===== config.mk =====
export PLATFORM = sky130hd
export DESIGN_NAME = if_id_stage_buf
export DESIGN_NICKNAME = d
export VERILOG_FILES = /design/src/rtl/if_id_stage_buf_pkg.sv /design/src/rtl/if_id_stage_buf_sat_counter.sv /design/src/rtl/if_id_stage_buf.sv
export SDC_FILE = /design/constraint.sdc
export NUM_CORES = 1
export LEC_CHECK = 0
export BUFFER_PORTS_ARGS = -buffer_cell sky130_fd_sc_hd__buf_2
export CAP_MARGIN = 0
export CORE_MARGIN = 3
export CORE_UTILIZATION = 34
export CTS_CLUSTER_SIZE = 28
export DETAILED_ROUTE_END_ITERATION = 10
export HOLD_SLACK_MARGIN = 0.12
export PLACE_DENSITY = 0.51
export SLEW_MARGIN = 20
export SYNTH_ARGS = -nofsm -noshare
export SYNTH_HDL_FRONTEND = slang
export SYNTH_SLANG_ARGS = --single-unit
export TNS_END_PERCENT = 10

===== constraint.sdc =====
create_clock -name Clk -period 3.69 [get_ports Clk]
set_input_delay 0.1845 -clock Clk [delete_from_list [all_inputs] [get_ports Clk]]
set_output_delay 0.1845 -clock Clk [all_outputs]
set_load 0.02 [all_outputs]

===== src/rtl/if_id_stage_buf_pkg.sv =====
// Shared types for the IF/ID stage buffer: occupancy encoding, default NOP and payload layout.
package if_id_stage_buf_pkg;

    // Bit 0 = main entry valid, bit 1 = skid entry valid.
    typedef enum logic [1:0] {
        ST_EMPTY = 2'b00,
        ST_MAIN  = 2'b01,
        ST_BOTH  = 2'b11
    } occ_e;

    // MIPS sll $0,$0,0
    localparam logic [31:0] NOP_DEFAULT = 32'h0;

    typedef struct packed {
        logic [31:0] pc;
        logic [31:0] instr;
    } payload32_t;

endpackage


===== src/rtl/if_id_stage_buf_sat_counter.sv =====
// Saturating up-counter with enable and asynchronous active-low clear.
module sat_counter #(
    parameter int W = 16
) (
    input  logic         clk_i,
    input  logic         rst_ni,
    input  logic         inc_i,
    output logic [W-1:0] cnt_o
);

    logic [W-1:0] cnt_q, cnt_d;

    assign cnt_d = (inc_i && !(&cnt_q)) ? cnt_q + 1'b1 : cnt_q;

    always_ff @(posedge clk_i or negedge rst_ni) begin
        if (!rst_ni) cnt_q <= '0;
        else         cnt_q <= cnt_d;
    end

    assign cnt_o = cnt_q;

endmodule


===== src/rtl/if_id_stage_buf.sv =====
// IF/ID pipeline register with valid/ready handshake, 2-entry skid buffer,
// hazard stall, branch flush with NOP insertion and saturating stall/flush counters.
module if_id_stage_buf
    import if_id_stage_buf_pkg::*;
#(
    parameter int                 PC_W     = 32,
    parameter int                 INSTR_W  = 32,
    parameter int                 CNT_W    = 16,
    parameter logic [INSTR_W-1:0] NOP_WORD = INSTR_W'(NOP_DEFAULT)
) (
    input  logic               Clk,
    input  logic               Reset,
    input  logic [PC_W-1:0]    PCAddResult,
    input  logic [INSTR_W-1:0] Instruction,
    input  logic               in_valid,
    output logic               in_ready,
    input  logic               stall,
    input  logic               flush,
    input  logic               out_ready,
    output logic               out_valid,
    output logic [PC_W-1:0]    ID_PCAddResult,
    output logic [INSTR_W-1:0] ID_Instruction,
    output logic [CNT_W-1:0]   stall_cnt,
    output logic [CNT_W-1:0]   flush_cnt
);

    typedef struct packed {
        logic [PC_W-1:0]    pc;
        logic [INSTR_W-1:0] instr;
    } payload_t;

    localparam payload_t NOP_BEAT = '{pc: '0, instr: NOP_WORD};

    occ_e     state_q;
    payload_t main_q, skid_q, in_beat;
    logic     skid_vld, take_in, take_out;

    assign in_beat   = '{pc: PCAddResult, instr: Instruction};
    assign out_valid = state_q[0];
    assign skid_vld  = state_q[1];
    // Gated by Reset so the stage reports not-ready during reset and ready
    // in the very first cycle after release.
    assign in_ready  = Reset & ~skid_vld;
    assign take_in   = in_valid & in_ready;
    assign take_out  = out_valid & out_ready & ~stall;

    always_ff @(posedge Clk or negedge Reset) begin
        if (!Reset) begin
            state_q <= ST_EMPTY;
            main_q  <= NOP_BEAT;
            skid_q  <= '0;
        end else if (flush) begin
            state_q <= ST_EMPTY;
            main_q  <= NOP_BEAT;
            skid_q  <= '0;
        end else begin
            case (state_q)
                ST_EMPTY: if (take_in) begin
                    state_q <= ST_MAIN;
                    main_q  <= in_beat;
                end
                ST_MAIN: begin
                    if (take_in && take_out) begin
                        main_q <= in_beat;
                    end else if (take_in) begin
                        state_q <= ST_BOTH;
                        skid_q  <= in_beat;
                    end else if (take_out) begin
                        state_q <= ST_EMPTY;
                    end
                end
                ST_BOTH: if (take_out) begin
                    state_q <= ST_MAIN;
                    main_q  <= skid_q;
                end
                default: state_q <= ST_EMPTY;
            endcase
        end
    end

    assign ID_PCAddResult = main_q.pc;
    assign ID_Instruction = main_q.instr;

    sat_counter #(.W(CNT_W)) u_stall_cnt (
        .clk_i  (Clk),
        .rst_ni (Reset),
        .inc_i  (out_valid & (stall | ~out_ready)),
        .cnt_o  (stall_cnt)
    );

    sat_counter #(.W(CNT_W)) u_flush_cnt (
        .clk_i  (Clk),
        .rst_ni (Reset),
        .inc_i  (flush & (out_valid | skid_vld)),
        .cnt_o  (flush_cnt)
    );

endmodule


After elaboration in Yosys (flattened, before gate mapping)
Index checks and enable logic that the tools add are counted.

Register bits: 162. Input port bits: 70. Output and inout bits: 98.

Add/sub/neg operators: 2. Equality and inequality tests: 8. Mux-type cells: 15. Bitwise logic cells: 11. Reductions and logical operators: 14.

Operator list (number): $mux 64 (7); $pmux 64 s3 (1); $add 16x1->16 const B (2); $reduce_and 16->1 (2); $mux 2 (6); $ne 3x3->1 const B (4); $reduce_and 4->1 (2); $and 1x1->1 (6); $pmux 2 s3 (1); $ne 4x4->1 const B (1); $reduce_bool 2->1 (2); $reduce_bool 4->1 (1); $logic_and 1x1->1 (3); $not 1->1 (3); $reduce_and 3->1 (1); $eq 2x1->1 const B (1); $eq 2x2->1 const B (1); $logic_not 1->1 (2); $logic_not 2->1 (1); $ne 2x2->1 const B (1); $or 1x1->1 (2).

Depth between registers and ports, before layout
Depth after elaboration: 7. Depth in mapped cells: 8.

By module
Synthesis repeated with hierarchy kept, for this count alone.

Cell total of the unflattened synthesis: 738. Area total of the unflattened synthesis: 8072.7 µm².

Modules (own cells, without submodules): if_id_stage_buf (instances 1, cells an instance 588, area an instance 6391.1 µm², sequential area each 3253.1 µm²); sat_counter (instances 2, cells an instance 75, area an instance 840.8 µm², sequential area each 400.4 µm²).

Least setup slack after synthesis
No wires, ideal clock.

Path type: register -> register. Start point: register state_q[0]. End point: register main_q, in the netlist ID_Instruction[0]. Setup time: 0.125 ns. Arrival time: 2.045 ns. Setup slack: 1.520 ns. Stages on the path, launching flop included: 9. Buffers on the path: 2. Clock period less this slack: 2.170 ns. Cells stage by stage: dfrtp_1 clkbuf_2 inv_1 ha_1 nor2b_1 a22oi_2 o221ai_4 buf_6 mux2_4.

Longest elaborated chain between the ends: 5.

RTL lines: from (decl) (line if_id_stage_buf.sv:34) `occ_e state_q;`; from (signal assigned) (line if_id_stage_buf.sv:49) `state_q <= ST_EMPTY;`; from (signal assigned) (line if_id_stage_buf.sv:53) `state_q <= ST_EMPTY;`; from (signal assigned) (line if_id_stage_buf.sv:59) `state_q <= ST_MAIN;`; $and 1x1->1 (2 in a row) (line if_id_stage_buf.sv:45) `assign take_out = out_valid & out_ready & ~stall;`; $logic_and 1x1->1 (line if_id_stage_buf.sv:63) `if (take_in && take_out) begin`; $ne 3x3->1 (no source line); $reduce_and 4->1 (no source line); to (signal assigned) (line if_id_stage_buf.sv:60) `main_q <= in_beat;`; to (signal assigned) (line if_id_stage_buf.sv:64) `main_q <= in_beat;`; to (signal assigned) (line if_id_stage_buf.sv:74) `main_q <= skid_q;`; to (decl) (line if_id_stage_buf.sv:35) `payload_t main_q, skid_q, in_beat;`.

Parallel ways exist; a longest one is shown, timed or not. A chain may end at the register's enable or synchronous reset.

Worst setup path after layout
Start point: register state_q[0]. End point: register main_q, in the netlist ID_Instruction[2].

Same word-level chain as after synthesis.

==> flow_metrics.py <==
metrics = {
    "synthesis": {
        "syn_area_per_cell_um2": 10.8,
        "yosys_warnings": 0,
        "synth_common_cells": "dfrtp_1, nand2_1, nor2_1, mux2i_1, a21oi_1",
        "synth_edf_count": 0,
        "synthCells": 726,
        "ys_types": 42,
        "synth.most_common_cell": "dfrtp_1",
        "synth.area.top_cells": "dfrtp_1, mux2_4, mux2i_1",
        "synth_top_area_share_pct": 51.5,
        "synth_seq_cells": 162,
        "synth_area_leader_cell": "dfrtp_1",
        "yosysSeqAreaShare_pct": 51.5,
        "synth_nets": 802,
        "synthFlopType": "dfrtp_1",
        "synth_area_um2": 7870,
        "async_flop_share_pct": 100,
    },
    "setup_path": {
        "r2r-start": "state_q[0]",
        "required_ns": 3.99,
        "critPathTopFamily": "buffers and inverters",
        "slowest_delay_ns": 0.61,
        "worstSetupPathType": "flop to flop",
        "cp_max_fo": 33,
        "critPathLaunch": "state_q[0]",
        "crit_top_cell": "buf_4",
        "cp_slowest_cell": "buf_4",
        "critPathBufInv": 2,
        "arrival_ns": 2.97,
        "crit_path_start_kind": "flop",
        "path_cells": "ha_4 -> buf_4 -> buf_4 -> mux2i_1 -> nor2_1 -> mux2_4",
        "endpoint_kind": "flop",
    },
    "route": {
        "drt_iter0_drc": 243,
        "drc_errors": 0,
        "firstDrtPassIters": 4,
        "num_vias": 5943,
        "wl_per_cell_um": 15.7,
        "vias_per_cell": 4.79,
        "wirelength_mm": 19.5,
        "ant_nets": 0,
    },
    "timing": {
        "hold_violations": 0,
        "period_needed_ns": 2.67,
        "tightest_slew_ns": 0.930,
        "rsz0062_at_grt": "no",
        "finalSetupViolations": 0,
        "fin_tns_setup_ns": 0,
        "fmax_ghz": 0.375,
        "relSlewSlack_pct": 38.0,
        "fin_skew_ns": 0.00930,
        "fin_crit_sh_pct": 72.3,
        "slew_viol_final": 0,
    },
    "final_layout": {
        "antenna_cells": 0,
        "area_delta_synth_final_pct": 29.9,
        "stdcell_count": 1241,
        "layout.nets": 1019,
        "drive_above_1_share_pct": 29.6,
    },
    "power_and_ir_drop": {
        "seqPwrFrac_pct": 41.1,
        "ir_drop_uv": 274,
        "p_sw_w": 0.00171,
        "p_int_w": 0.00360,
        "total_leakage_power_nw": 4.79,
        "power_frac_comb_pct": 24.4,
        "clockPowerShare_pct": 34.5,
        "p_sw_share_pct": 32.2,
        "p_per_area_nw_per_um2": 520,
    },
    "run": {
        "cap_violations": 0,
    },
    "die": {
        "rows": 55,
        "die_y_um": 158,
        "core_um2": 22700,
        "start_util_pct": 34.7,
        "die-area_um2": 25000,
        "die_w_um": 158,
        "io-pin-count": 168,
    },
    "clocking": {
        "cts_buffer_depth": 2,
        "cts_sinks": 162,
        "cts_buffers": 17,
        "post-cts-setup-buffer-count": 0,
        "cts_root_buf": "clkbuf_16",
        "htreeDepth": 4,
        "cts_tree": "yes",
        "clk_pin_slew_ns": 0.07,
        "clock_latency_ns": 0.42,
    },
    "min_path": {
        "hp-start": "out_ready",
        "hold_path_class": "input port to flop",
    },
    "run_status": {
        "status": "completed",
    },
    "placed_design": {
        "placedCellCount": 1144,
        "dp_hpwl_mm": 12.3,
        "gp_congestion": 0.755,
        "portBuffers": 167,
    },
    "global_routing": {
        "grt_max_degree": 85,
        "antenna_found_initial": 0,
        "overflow": 0,
        "grt_pass1_wl_mm": 31.3,
        "grt_usage_pct": 15.8,
        "grt_pass1_vias": 5942,
    },
}
[power groups by stage]
stage	Sequential (W)	Combinational [W]	Clock, W
floorplan	0.00239	0.000652	0
detailed placement	0.00222	0.00126	0
global placement	0.00222	0.00126	0
global route	0.00222	0.00142	0.00196
finish	0.00219	0.00130	0.00183
CTS	0.00219	0.00132	0.00190
[cell usage in the layout (no fill, tap or decap), drive strengths merged, types with 11 or more instances in the layout]
cell type and count:
xor2 11, mux2 67, a21oi 66, nand2 142, clkbuf 18, nand4 14, xnor2 14, mux2i 67
dlygate4sd3 65, buf 176, dfrtp 162, nor2 69, inv 16
[worst paths after layout]
path,slack (ns),to,depth (start not counted)
setup / recovery,1.02,ID_Instruction[2],6
setup reg to reg,1.02,ID_Instruction[2],6
hold / removal,0.24,u_stall_cnt.cnt_o[2],4
min in group asynchronous,0.26,ID_Instruction[8],2
max in group asynchronous,2.20,ID_PCAddResult[4],3
hold reg to reg,0.49,u_stall_cnt.cnt_o[15],1
[layout make-up]
| type | count | area [um2] |
|---|---|---|
| well taps | 285 | 357 |
| clock buffers | 18 | 439 |
| multi-input cells | 513 | 3590 |
| fillers | 2207 | 12500 |
| inverters | 8 | 30.0 |
| repair buffers | 241 | 1590 |
| flip-flops and latches | 162 | 4050 |
| clock inverters | 14 | 168 |
[layer usage]
layer | wire [um] | track usage, % | up-vias
li1 | - | - | 2901
met1 | 9460 | 21.4 | 2911
met2 | 9150 | 25.8 | 119
met3 | 722 | 3.06 | 12
met4 | 184 | 4.34 | 0
met5 | 0 | 0 | -
[worst register-to-register path, stage by stage (launching register included)]
cell	delay (ns)
dfrtp_1	0.56
ha_4	0.21
buf_4	0.49
buf_4	0.62
mux2i_1	0.32
nor2_1	0.06
mux2_4	0.28
[cell families (layout without fill, tap and decap cells)]
kind of cell / Yosys count / count (layout) / share of synthesized area (%)
muxes: 134 / 134 / 21.0
xor gates and xnor gates: 25 / 25 / 2.78
DFF: 162 / 162 / 51.5
adders and majority gates: 6 / 6 / 0.954
AOI/OAI and AO/OA: 78 / 78 / 5.67
and+or+nand+nor: 270 / 270 / 14.9
buffers and inverters: 51 / 281 / 3.24
[sequential cells by signal (all words and copies together), names as in the netlist]
| register | flops |
|---|---|
| u_stall_cnt.cnt_o | 16 |
| skid_q | 64 |
| u_flush_cnt.cnt_o | 16 |
| ID_Instruction | 32 |
| state_q | 2 |
| ID_PCAddResult | 32 |
[metrics by stage]
stage	area (um2)	setup WS, ns	hold slack (ns)	power [W]	utilization (%)
2_1_floorplan	7870	1.52	-0.111	0.00304	-
3_3_place_gp	8960	1.01	0.141	0.00347	39.5
3_5_place_dp	8960	0.977	0.146	0.00348	39.5
4_1_cts	10200	0.972	0.214	0.00540	45.0
5_1_grt	10200	0.783	0.269	0.00560	45.0
6_report	10200	1.02	0.241	0.00531	45.0
[what timing repair did]
| action | 4_1_cts | 5_1_grt |
|---|---|---|
| hold endpoints to repair | 104 | 0 |
| hold buffers | 65 | 0 |
| resized for setup | 0 | 0 |
Note: power is estimated with default switching activity, not from simulation.
